`src/rtl/pc_fetch_ctrl.sv`:
```
// Fetch-stage program-counter sequencer: PC register, imem req/ack handshake, redirects and stalls.
// Optional misaligned-redirect trap enabled by defining PC_CTRL_TRAP_EN.
module pc_fetch_ctrl #(
   parameter logic [31:0] RESET_VECTOR = 32'h0000_0000,
   parameter logic [31:0] TRAP_VECTOR  = 32'h0000_0100
) (
   input  logic        clk,
   input  logic        rst,
   input  logic        stall,
   input  logic        br_taken,
   input  logic [31:0] br_target,
   input  logic        imem_ack,
   output logic        imem_req,
   output logic [31:0] imem_addr,
   output logic [31:0] pc,
   output logic [31:0] pc4,
   output logic        pc_sel,
   output logic        if_valid,
`ifdef PC_CTRL_TRAP_EN
   output logic        trap_valid,
   output logic [31:0] trap_epc,
`endif
   output logic        flush
);

   typedef enum logic [1:0] {
      IDLE  = 2'd0,
      FETCH = 2'd1,
      DRAIN = 2'd2,
      STALL = 2'd3
   } state_t;

   state_t      state_q, state_d;
   logic [31:0] pc_q, pc_d;
   logic [31:0] pend_q, pend_d;
   logic        flush_q, flush_d;
   logic [31:0] redir_tgt;
`ifdef PC_CTRL_TRAP_EN
   logic        trap_valid_q, trap_valid_d;
   logic [31:0] trap_epc_q, trap_epc_d;
`endif

   always_ff @(posedge clk or posedge rst) begin
      if (rst) begin
         state_q <= IDLE;
         pc_q    <= RESET_VECTOR;
         pend_q  <= 32'h0;
         flush_q <= 1'b0;
`ifdef PC_CTRL_TRAP_EN
         trap_valid_q <= 1'b0;
         trap_epc_q   <= 32'h0;
`endif
      end else begin
         state_q <= state_d;
         pc_q    <= pc_d;
         pend_q  <= pend_d;
         flush_q <= flush_d;
`ifdef PC_CTRL_TRAP_EN
         trap_valid_q <= trap_valid_d;
         trap_epc_q   <= trap_epc_d;
`endif
      end
   end

   always_comb begin
      state_d   = state_q;
      pc_d      = pc_q;
      pend_d    = pend_q;
      imem_req  = 1'b0;
      if_valid  = 1'b0;
      pc_sel    = 1'b0;
      redir_tgt = br_target;

      case (state_q)
         IDLE: begin
            state_d = FETCH;
         end
         FETCH: begin
            imem_req = 1'b1;
            if (imem_ack) begin
               if (br_taken) begin
                  pc_sel = 1'b1;
               end else begin
                  if_valid = 1'b1;
                  pc_d     = pc4;
               end
               state_d = stall ? STALL : FETCH;
            end else if (br_taken) begin
               pend_d  = br_target;
               state_d = DRAIN;
            end
         end
         DRAIN: begin
            imem_req = 1'b1;
            if (br_taken) begin
               pend_d = br_target;
            end
            if (imem_ack) begin
               // The acked instruction is wrong-path; the newest redirect wins.
               pc_sel    = 1'b1;
               redir_tgt = br_taken ? br_target : pend_q;
               state_d   = stall ? STALL : FETCH;
            end
         end
         STALL: begin
            if (br_taken) begin
               pc_sel = 1'b1;
            end
            if (!stall) begin
               state_d = FETCH;
            end
         end
         default: begin
            state_d = IDLE;
         end
      endcase

      flush_d = pc_sel;
`ifdef PC_CTRL_TRAP_EN
      trap_valid_d = 1'b0;
      trap_epc_d   = trap_epc_q;
      if (pc_sel) begin
         if (redir_tgt[1:0] != 2'b00) begin
            pc_d         = TRAP_VECTOR;
            trap_valid_d = 1'b1;
            trap_epc_d   = redir_tgt;
         end else begin
            pc_d = redir_tgt;
         end
      end
`else
      if (pc_sel) begin
         pc_d = redir_tgt & 32'hFFFF_FFFC;
      end
`endif
   end

   assign pc        = pc_q;
   assign pc4       = pc_q + 32'd4;
   assign imem_addr = pc_q;
   assign flush     = flush_q;
`ifdef PC_CTRL_TRAP_EN
   assign trap_valid = trap_valid_q;
   assign trap_epc   = trap_epc_q;
`endif

endmodule

```
`config.mk`:
```
export PLATFORM = sky130hd
export DESIGN_NAME = pc_fetch_ctrl
export DESIGN_NICKNAME = d
export VERILOG_FILES = /design/src/rtl/pc_fetch_ctrl.sv
export SDC_FILE = /design/constraint.sdc
export NUM_CORES = 1
export LEC_CHECK = 0
export CORE_MARGIN = 2
export CORE_UTILIZATION = 44
export CTS_CLUSTER_SIZE = 14
export DETAILED_ROUTE_END_ITERATION = 8
export PLACE_DENSITY_LB_ADDON = 0.12
export SYNTH_ARGS = -nofsm -noshare
export SYNTH_HDL_FRONTEND = slang
export SYNTH_SLANG_ARGS = --single-unit
```
`constraint.sdc`:
```
create_clock -name clk -period 2.9 [get_ports clk]
set_input_delay 0.435 -clock clk [delete_from_list [all_inputs] [get_ports clk]]
set_output_delay 0.435 -clock clk [all_outputs]
set_load 0.03 [all_outputs]
```
==> impl_results.rst <==
.. list-table::
   :header-rows: 1

   * - Metric
     - Value
   * - Outcome
     - finished clean
   * - Mean post-synth cell area
     - 8.85 µm²
   * - Number of buffers inserted for hold repair after clock tree synthesis
     - 0
   * - Vias in the first global route
     - 3513
   * - Post-synth design cell area
     - 4140 µm²
   * - Area enclosed by the die boundary
     - 10200 µm²
   * - Flip-flop cell with the highest count after synthesis
     - dfrtp_1
   * - RD Place Congestion
     - 0.849
   * - Async set-or-reset flop fraction in the synthesized netlist
     - 1.00
   * - GRT Util Overall
     - 0.233
   * - Number of standard cells after synthesis
     - 468
   * - Class of the most critical hold timing path
     - flop to flop
   * - Required time of the critical path
     - 2.47 ns
   * - Clock transition at the register clock pins on the worst setup and hold paths after CTS
     - 0.08 ns
   * - Top cells by area, synth
     - dfrtp_1, mux2_2, nand2_1
   * - Standard cell core area
     - 9200 µm²
   * - Initial antenna violation count
     - 0
   * - Initial core utilization
     - 0.450
   * - Sequential element share of the synthesized area
     - 0.381
   * - Final number of max-transition violations
     - 0
   * - Worst hold slack
     - 0.510 ns
   * - Pre-antenna DRT Iters
     - 4
   * - Remaining Overflow, GRT
     - 0
   * - Port bufs
     - 128
   * - Final-report setup violation count
     - 0
   * - Critical path destination
     - pc4[28]
   * - Post-place setup slack
     - 0.224 ns
   * - Fraction of post-synthesis cell area in the top cell type by area
     - 0.381
   * - Launch instance of the worst register-to-register path
     - state_q[1]
   * - Number of CTS-inserted buffers
     - 9
   * - Via count
     - 3825
   * - Vias per cell
     - 5.55
   * - Number of distinct library cells after synthesis
     - 50
   * - Wirelength, routed
     - 11.4 mm
   * - Final period demand of the worst path
     - 2.78 ns
   * - Global-route wire length before repair
     - 18.5 mm
   * - Latest clock arrival within the worst-skew pair
     - 0.35 ns
   * - RSZ-0062 raised after global routing
     - false
   * - Deepest level of the CTS H-tree
     - 3
   * - Peak supply drop
     - 0.607 mV
   * - Total of warnings raised by yosys
     - 0
   * - CTS Root Buffer Type
     - clkbuf_8
   * - #FFs+latches synth
     - 63
   * - Number of sinks handled by clock tree synthesis
     - 63
   * - CP Data Arrival Time
     - 2.34 ns
   * - Post-synth EDFFs
     - 0
   * - Proportion of layout cells with a drive suffix above 1
     - 0.170
   * - Height of the die
     - 101 µm
   * - HPWL reported at the end of detailed placement
     - 8.09 mm
   * - Category of the worst setup path launch point
     - flop
   * - Horizontal die dimension
     - 101 µm
   * - Max Clock Freq
     - 360 MHz
   * - Power consumption
     - 7.17 mW
   * - CP Launch Point
     - imem_addr[11]
   * - Hold Vio Cnt, Final
     - 0
   * - Tightest slew margin relative to the limit
     - 0.443
   * - Capturing point of the worst reg2reg path
     - imem_addr[18]
   * - Worst clock skew on the final layout
     - 0.0108 ns
   * - TritonCTS clock tree
     - yes
   * - Antenna-violating nets left
     - 0
   * - Dominant cell type by area after synthesis
     - dfrtp_1
   * - I/O Pins
     - 137
   * - Final setup margin
     - 0.122 ns
   * - FF-to-FF setup slack
     - 0.54 ns
   * - Number of nets in the layout
     - 615
   * - Placement row count
     - 35
   * - WL/cell
     - 16.6 µm
   * - P&R area growth vs syn
     - 34.5%
   * - Worst Path Class, Setup
     - flop to output port
   * - Max-capacitance violation count
     - 0
   * - Diode count
     - 0
   * - Number of cell instances on the worst register-to-register path
     - 9
   * - Leakage power total
     - 2.37 nW
   * - Clock Tree Buf Depth
     - 2
   * - Total Negative Setup Slacks
     - 0 ns
   * - P per Cell Area
     - 1290 nW/µm²
   * - DRC marker count from the first detailed-route iteration
     - 240
   * - Share of the clock period used by the worst path
     - 0.958
   * - Number of remaining DRC errors
     - 0
   * - Pin count of the biggest net entering global routing
     - 64
   * - Transition time at the pin with the least slew margin
     - 0.835 ns
   * - Maximum net fanout on the critical path
     - 7
   * - Worst setup EP type
     - output port
==> placed cells by master (no fill, tap or decap), drive strengths merged, types with 14 or more instances in the layout <==
cell type	synthesis	final
o21ai	21	21
buf	43	37
dfrtp	63	63
nand3	28	28
xnor2	23	23
and3	14	14
a2bb2oi	15	15
mux2	30	30
nand2	78	78
nor2	24	24
a21oi	24	24
clkdlybuf4s50	0	106
==> worst max-delay path, cell delays in order (launching register included) <==
cell and delay (ns):
dfrtp_1 0.48, nand4_2 0.22, or4_4 0.57, nor4_4 0.33
xor2_1 0.20, buf_4 0.19
==> cell usage after synthesis (all sizes together), types with 2 or more instances <==
cell type  count
xor2           5
o21a           2
nand2         78
ha             5
mux2          30
o22a          10
inv            8
nor4           4
o22ai          3
and4           4
or3            2
a31oi          9
and3          14
buf           43
nand3         28
o21ai         21
xnor2         23
a21oi         24
a22o           2
nor3           5
nor2          24
clkbuf        19
nand4          8
dfrtp         63
a2bb2oi       15
a21o           3
==> what timing repair did <==
action | in CTS | in global routing
setup endpoints to repair | 7 | 10
setup buffers | 0 | 0
hold endpoints to repair | 0 | 0
gates resized for setup | 7 | 5
==> sequential cells by signal (all words and copies together) (netlist names) <==
register / count
flush: 1
imem_addr: 30
state_q: 2
pend_q: 30
==> worst min-delay path by stage <==
stage,from,end,slack [ns],cells after the start
floorplan,pend_q[11],pend_q[11],0.48,1
global placement,pend_q[11],pend_q[11],0.49,1
detailed placement,pend_q[4],pend_q[4],0.49,1
CTS,pend_q[18],pend_q[18],0.51,1
global route,pend_q[27],pend_q[27],0.53,1
finish,pend_q[16],pend_q[16],0.51,1
==> final cells by class <==
class	instances	area, µm²
fillers	832	3630
inverters	8	30.0
well taps	111	139
clock inverters	6	60.1
multi-input cells	340	2200
clock buffers	10	138
flip-flops and latches	63	1580
repair buffers	151	1430
==> where the power goes <==
group          total [mW]  switching, mW  internal, mW
Combinational        4.60           2.64          1.96
Clock               0.782          0.367         0.416
Sequential           1.78          0.454          1.33
Total                7.17           3.46          3.70
==> stage by stage <==
step           cell area (µm²)  utilization  instances
2_1_floorplan             4160            -        473
6_report                  5570        0.606        689
3_3_place_gp              5370        0.584        673
5_1_grt                   5570        0.606        689
3_5_place_dp              5370        0.584        673
4_1_cts                   5560        0.605        689
==> cell families after synthesis <==
family                     after synthesis  share of synthesized area
and+or+nand+nor                        173                      0.205
AOI/OAI and AO/OA                       97                      0.157
adders and majority gates                5                     0.0151
muxes                                   31                     0.0840
xor gates and xnor gates                28                     0.0592
DFF                                     63                      0.381
buffers and inverters                   70                     0.0976
other                                    1                   0.000906
==> layer usage <==
metal / track usage / vias to the layer above / share of wire
li1: - / 1819 / -
met1: 0.352 / 1848 / 0.46
met2: 0.348 / 146 / 0.46
met3: 0.0270 / 12 / 0.062
met4: 0.0769 / 0 / 0.015
met5: 0 / - / 0
No activity file was read; power rests on OpenSTA's default activity.
